File: src/rtl/dataflow_fork.sv
// Eager 1-to-NUM_OUT valid/ready fork: every branch takes each token exactly once and the
// input retires once all branches have it. Define LOOM_FORK_SKID_EN for a 2-entry input skid FIFO.
module dataflow_fork #(
    parameter int WIDTH   = 32,
    parameter int NUM_OUT = 2
) (
    input  logic                     clk,
    input  logic                     rst,
    input  logic                     in_valid,
    output logic                     in_ready,
    input  logic [WIDTH-1:0]         in_data,
    output logic [NUM_OUT-1:0]       out_valid,
    input  logic [NUM_OUT-1:0]       out_ready,
    output logic [NUM_OUT*WIDTH-1:0] out_data
);

    generate
        if (NUM_OUT < 2 || NUM_OUT > 8) begin : g_bad_num_out
            $fatal(1, "dataflow_fork: NUM_OUT=%0d outside legal range 2..8", NUM_OUT);
        end
    endgenerate

    logic [NUM_OUT-1:0] done_q;
    logic [NUM_OUT-1:0] done_d;
    logic [NUM_OUT-1:0] fire;
    logic               tok_valid;
    logic [WIDTH-1:0]   tok_data;
    logic               tok_done;
    logic               tok_retire;

    // A branch that already holds the token counts as finished even if it is not ready now.
    assign tok_done   = &(done_q | out_ready);
    assign tok_retire = tok_valid & tok_done;

`ifdef LOOM_FORK_SKID_EN
    logic [WIDTH-1:0] mem_q [2];
    logic [1:0]       count_q;
    logic [1:0]       count_d;
    logic             wr_ptr_q;
    logic             wr_ptr_d;
    logic             rd_ptr_q;
    logic             rd_ptr_d;
    logic             not_full_q;
    logic             not_full_d;
    logic             push;
    logic             pop;

    // in_ready comes straight from a flop so out_ready never reaches the producer.
    assign in_ready  = not_full_q & ~rst;
    assign push      = in_valid & in_ready;
    assign tok_valid = (count_q != 2'd0) & ~rst;
    assign tok_data  = mem_q[rd_ptr_q];
    assign pop       = tok_retire;

    always_comb begin
        count_d  = count_q;
        wr_ptr_d = wr_ptr_q;
        rd_ptr_d = rd_ptr_q;
        case ({push, pop})
            2'b10:   count_d = count_q + 2'd1;
            2'b01:   count_d = count_q - 2'd1;
            default: count_d = count_q;
        endcase
        if (push) begin
            wr_ptr_d = ~wr_ptr_q;
        end
        if (pop) begin
            rd_ptr_d = ~rd_ptr_q;
        end
        not_full_d = (count_d != 2'd2);
    end

    always_ff @(posedge clk or posedge rst) begin
        if (rst) begin
            count_q    <= 2'd0;
            wr_ptr_q   <= 1'b0;
            rd_ptr_q   <= 1'b0;
            not_full_q <= 1'b1;
        end else begin
            count_q    <= count_d;
            wr_ptr_q   <= wr_ptr_d;
            rd_ptr_q   <= rd_ptr_d;
            not_full_q <= not_full_d;
        end
    end

    always_ff @(posedge clk) begin
        if (push) begin
            mem_q[wr_ptr_q] <= in_data;
        end
    end
`else
    assign tok_valid = in_valid & ~rst;
    assign tok_data  = in_data;
    assign in_ready  = tok_done & ~rst;
`endif

    genvar gi;
    generate
        for (gi = 0; gi < NUM_OUT; gi++) begin : g_branch
            assign out_valid[gi]                 = tok_valid & ~done_q[gi];
            assign fire[gi]                      = out_valid[gi] & out_ready[gi];
            assign out_data[gi*WIDTH +: WIDTH]   = tok_data;
        end
    endgenerate

    always_comb begin
        done_d = done_q | fire;
        if (tok_retire) begin
            done_d = '0;
        end
    end

    always_ff @(posedge clk or posedge rst) begin
        if (rst) begin
            done_q <= '0;
        end else begin
            done_q <= done_d;
        end
    end

endmodule
File: config.mk
export PLATFORM = sky130hd
export DESIGN_NAME = dataflow_fork
export DESIGN_NICKNAME = d
export VERILOG_FILES = /design/src/rtl/dataflow_fork.sv
export SDC_FILE = /design/constraint.sdc
export NUM_CORES = 1
export LEC_CHECK = 0
export ABC_AREA = 1
export BUFFER_PORTS_ARGS = -buffer_cell sky130_fd_sc_hd__buf_2
export CAP_MARGIN = 15
export CORE_MARGIN = 8
export CORE_UTILIZATION = 25
export CTS_CLUSTER_DIAMETER = 100
export CTS_CLUSTER_SIZE = 8
export DETAILED_ROUTE_END_ITERATION = 12
export PLACE_DENSITY = 0.87
export SLEW_MARGIN = 20
export SYNTH_ARGS = -nofsm -noshare
export SYNTH_HDL_FRONTEND = slang
export SYNTH_SLANG_ARGS = --single-unit
File: constraint.sdc
create_clock -name clk -period 0.8 [get_ports clk]
set_input_delay 0.16 -clock clk [delete_from_list [all_inputs] [get_ports clk]]
set_output_delay 0.16 -clock clk [all_outputs]
set_load 0.01 [all_outputs]
* Word level (Yosys, flattened, before mapping)
Index checks and enable logic that the tools add are counted.
** Storage, ports and cells
- Flip-flop bits (word level) :: 2
- Memories kept :: 0
- ROM bits :: 0
- Memory bits (writable) :: 0
- Latch bits :: 0
- Bits of input ports :: 37
- Logic and storage cells :: 15
- Output and inout bits :: 67
** Cells by class
- Eq/ne operators :: 0
- Muxes and demuxes :: 1
- $lt $le $gt $ge :: 0
- Div/mod/pow operators :: 0
- Add/sub/neg operators :: 0
- Bitwise logic cells :: 12
- Multipliers :: 0
- Shift-type cells :: 0
- Reduce and logical (&&, ||, !) cells :: 1
** Operator list (number)
- $and A1 B1 Y1 :: 7
- $or A2 B2 Y2 :: 2
- $not A1 Y1 :: 3
- $mux W2 :: 1
- $reduce_and A2 Y1 :: 1

* Depth between registers and ports, before layout
- Word-level depth :: 6
- Depth in mapped cells :: 5
- Depth with buffers taken out :: 5

* Worst setup path after synthesis
No wires, ideal clock.
- Kind :: register -> output
- Start point :: register done_q[1]
- End point :: output port in_ready
- Stages on the path, launching flop included :: 5
- Setup slack :: -0.029 ns
- Path buffers :: 0
- Data arrival time :: 0.669 ns
- Data required time :: 0.640 ns
- Cells stage by stage :: dfrtp_1 inv_1 nand2_1 nand2_1 nor2_1
** On the way
- Cells in the longest elaborated chain, start to end :: 3
** Ends and longest elaborated chain
- start, declared :: RTL line 23 : logic [NUM_OUT-1:0] done_q;
- start signal, assigned :: RTL line 118 : done_q <= done_d;
- $or A2 B2 Y2 :: RTL line 32 : assign tok_done = &(done_q | out_ready);
- $reduce_and A2 Y1 :: RTL line 32
- $and A1 B1 Y1 :: RTL line 95 : assign in_ready = tok_done & ~rst;
- end, declared :: RTL line 10 : output logic in_ready,
Every way passes these cells.

* Final worst setup path
Ends and elaborated chain as after synthesis.

==> results_dict.tcl <==
set metrics [dict create \
    status "finished with violations" \
    failed_checks "setup timing" \
    worst_path_most_repeated_cell "nand2_2" \
    max_freq_ghz 0.8898 \
    worst_pin_slew_ns 0.09750 \
    layout_commonest_cell "buf_2" \
    slowest_stage "dfrtp_1" \
    cp-start-kind "register" \
    start_util 0.2549 \
    wirelength_um 775 \
    leakage_nw 0.1556 \
    drtAntennaViolNets 0 \
    die_width_um 65.57 \
    slew_viol_final 0 \
    max-slew-margin-rel 0.9349 \
    first_pass_iters 1 \
    grt_pass1_wl_um 1104 \
    crit_arrival_ns 0.96 \
    period_minus_slack_ns 1.124 \
    antenna_cells 0 \
    syn_area_per_cell_sq_um 7.228 \
    grt_max_degree 6 \
    routed_via_density 3.273 \
    placement.setup.worst_slack_ns -0.1146 \
    min_to "done_q[1]" \
    htreeDepth 1 \
    netlist.area_leader.share 0.7821 \
    place_hpwl_um 589.5 \
    ir_drop_v 0.0007400 \
    num_vias 216 \
    critPathCaptureType "output pin" \
    fin_area_sq_um 279.0 \
    synth_cell_type_count 9 \
    ff2ff_path_depth 5 \
    dp.cells 61 \
    finalHoldViolCount 0 \
    post_dp_cell_area_sq_um 231.5 \
    finalSetupTns_ns -0.7261 \
    track_usage 0.03475 \
    rows 18 \
    grt_pass1_vias 264 \
    crit_fanout 2 \
    wl_per_cell_um 11.74 \
    clock-sinks 2 \
    clk_path_buf_depth 2 \
    cts-root-buf "clkbuf_4" \
    worstPathRequired_ns 0.64 \
    whs_path_depth 5 \
    r2r_setup_slack_ns 0.01 \
    drive_gt1_frac 0.6667 \
    antenna_found_initial 0 \
    mappedNetlistArea_sq_um 614.3 \
    finClkSkew_ns 0.001243 \
    netlist_instances 85 \
    cts_buffers 3 \
    powerDensity_nw_per_um2 1729 \
    crit_path_cell_trace "inv_2 -> nand2_2 -> nand2_2 -> nor2_2 -> buf_2" \
    drt_iter0_drc 0 \
    synth_area_leader_cell "buf_4" \
    critPathBufInv 2 \
    core_sq_um 2410 \
    syn_nets 122 \
    utilization 0.1158 \
    largest_reg_flops 2 \
    yosysWarningCount 0 \
    syn2layout_area_growth_pct -54.58 \
    critPathMaxStageDelay_ns 0.37 \
    top_regs "done_q: 2 flops" \
    synth_seq_cells 2 \
    synth_seq_area_share 0.08147 \
    r2r_start "done_q[1]" \
    die_h_um 65.57 \
    top_register "done_q" \
    grt-ovfl-total 0 \
    drc 0 \
    synth_area_leaders "buf_4 (78%), dfrtp_1 (8.1%), nand2_1 (3.7%)" \
    portBuffers 7 \
    timing.final.crit_share 1.405 \
    grt_setup_unrepaired "true" \
    path_clk_slew_ns 0.03 \
    instances_no_fill 66 \
    io_pins 104 \
    final_cell_mix "buf_2 (7), nor2_1 (4), nand2_2 (4), buf_4 (4)" \
    fp.dieArea_sq_um 4299 \
    num-nets-final 75 \
    cp_top_family "flip-flops" \
    clk_latency_ns 0.22 \
    hold_path_class "input port to register" \
    r2r_end "done_q[0]" \
    max_cap_violations 0 \
    setup_viol 3 \
    path_class "register to output pin" \
    cts_tree "yes" \
    layout_setup_ws_ns -0.3239 \
    worstHoldStart "out_ready[1]" \
    place.gp.congestion 0.5744 \
]
-- logic make-up after synthesis --
| group | Yosys count | synth area share |
|---|---|---|
| AND/OR/NAND/NOR | 14 | 0.1059 |
| buffers and inverters | 69 | 0.8126 |
| flip-flops | 2 | 0.08147 |
-- repair_timing --
item | in CTS | in global routing
pin swaps | 6 | 3
hold buffers | 1 | 0
resized for setup | 3 | 1
buffers inserted | 2 | 1
endpoints found under the setup margin | 5 | 5
endpoints found under the hold margin | 2 | 0
-- synth_stat cells --
cell     number
dfrtp_1       2
nor2_2        1
nand2_2       1
nand2_1       6
inv_2         2
buf_4        64
inv_1         3
nand2_4       1
nor2_1        5
-- routing by layer --
metal  GRT usage  share of wire  routed length [um]  up-vias
li1            -              -                   -       89
met1     0.01748           0.20                 156       75
met2     0.04551           0.44                 342       26
met3     0.02381           0.22                 169       26
met4     0.08447           0.14                 108        0
met5           0              0                   0        -
-- where the power goes --
part,internal [W],total (W),leakage (nW),switching [W]
logic,0.0000673,0.000136,0.116,0.0000691
registers,0.000116,0.000125,0.0258,0.00000889
clock network,0.000165,0.000221,0.0138,0.0000561
total,0.000348,0.000483,0.156,0.000134
-- worst min-delay path, delay by kind of cell --
kind | cells | cell delay [ns]
buffers and inverters | 2 | 0.15
and+or+nand+nor | 3 | 0.16
-- through the flow --
step	hold slack, ns	power (W)
after global placement	0.1395	0.0002377
final	0.2905	0.0004826
after global routing	0.3151	0.0005286
after detailed placement	0.1428	0.0002390
after floorplan	-0.09296	0.0005177
after CTS	0.2729	0.0005055
-- how the worst max path moves through the flow --
| stage | startpoint | endpoint | slack [ns] | cells past startpoint |
|---|---|---|---|---|
| after floorplan | done_q[1] | in_ready | 0.003 | 4 |
| after global placement | done_q[1] | in_ready | -0.11 | 5 |
| after detailed placement | done_q[1] | in_ready | -0.11 | 5 |
| after CTS | done_q[1] | in_ready | -0.32 | 5 |
| after global routing | done_q[1] | in_ready | -0.39 | 5 |
| final | done_q[1] | in_ready | -0.32 | 5 |
-- area by class of cell --
cell class	instances	area [sq um]
fill	283	2131
multi-input combinational	14	75.07
clock buffer	3	22.52
sequential	2	50.05
timing repair buffer	12	75.07
inverter	5	18.77
tap	30	37.54
Power figures use the tool's default switching activity.
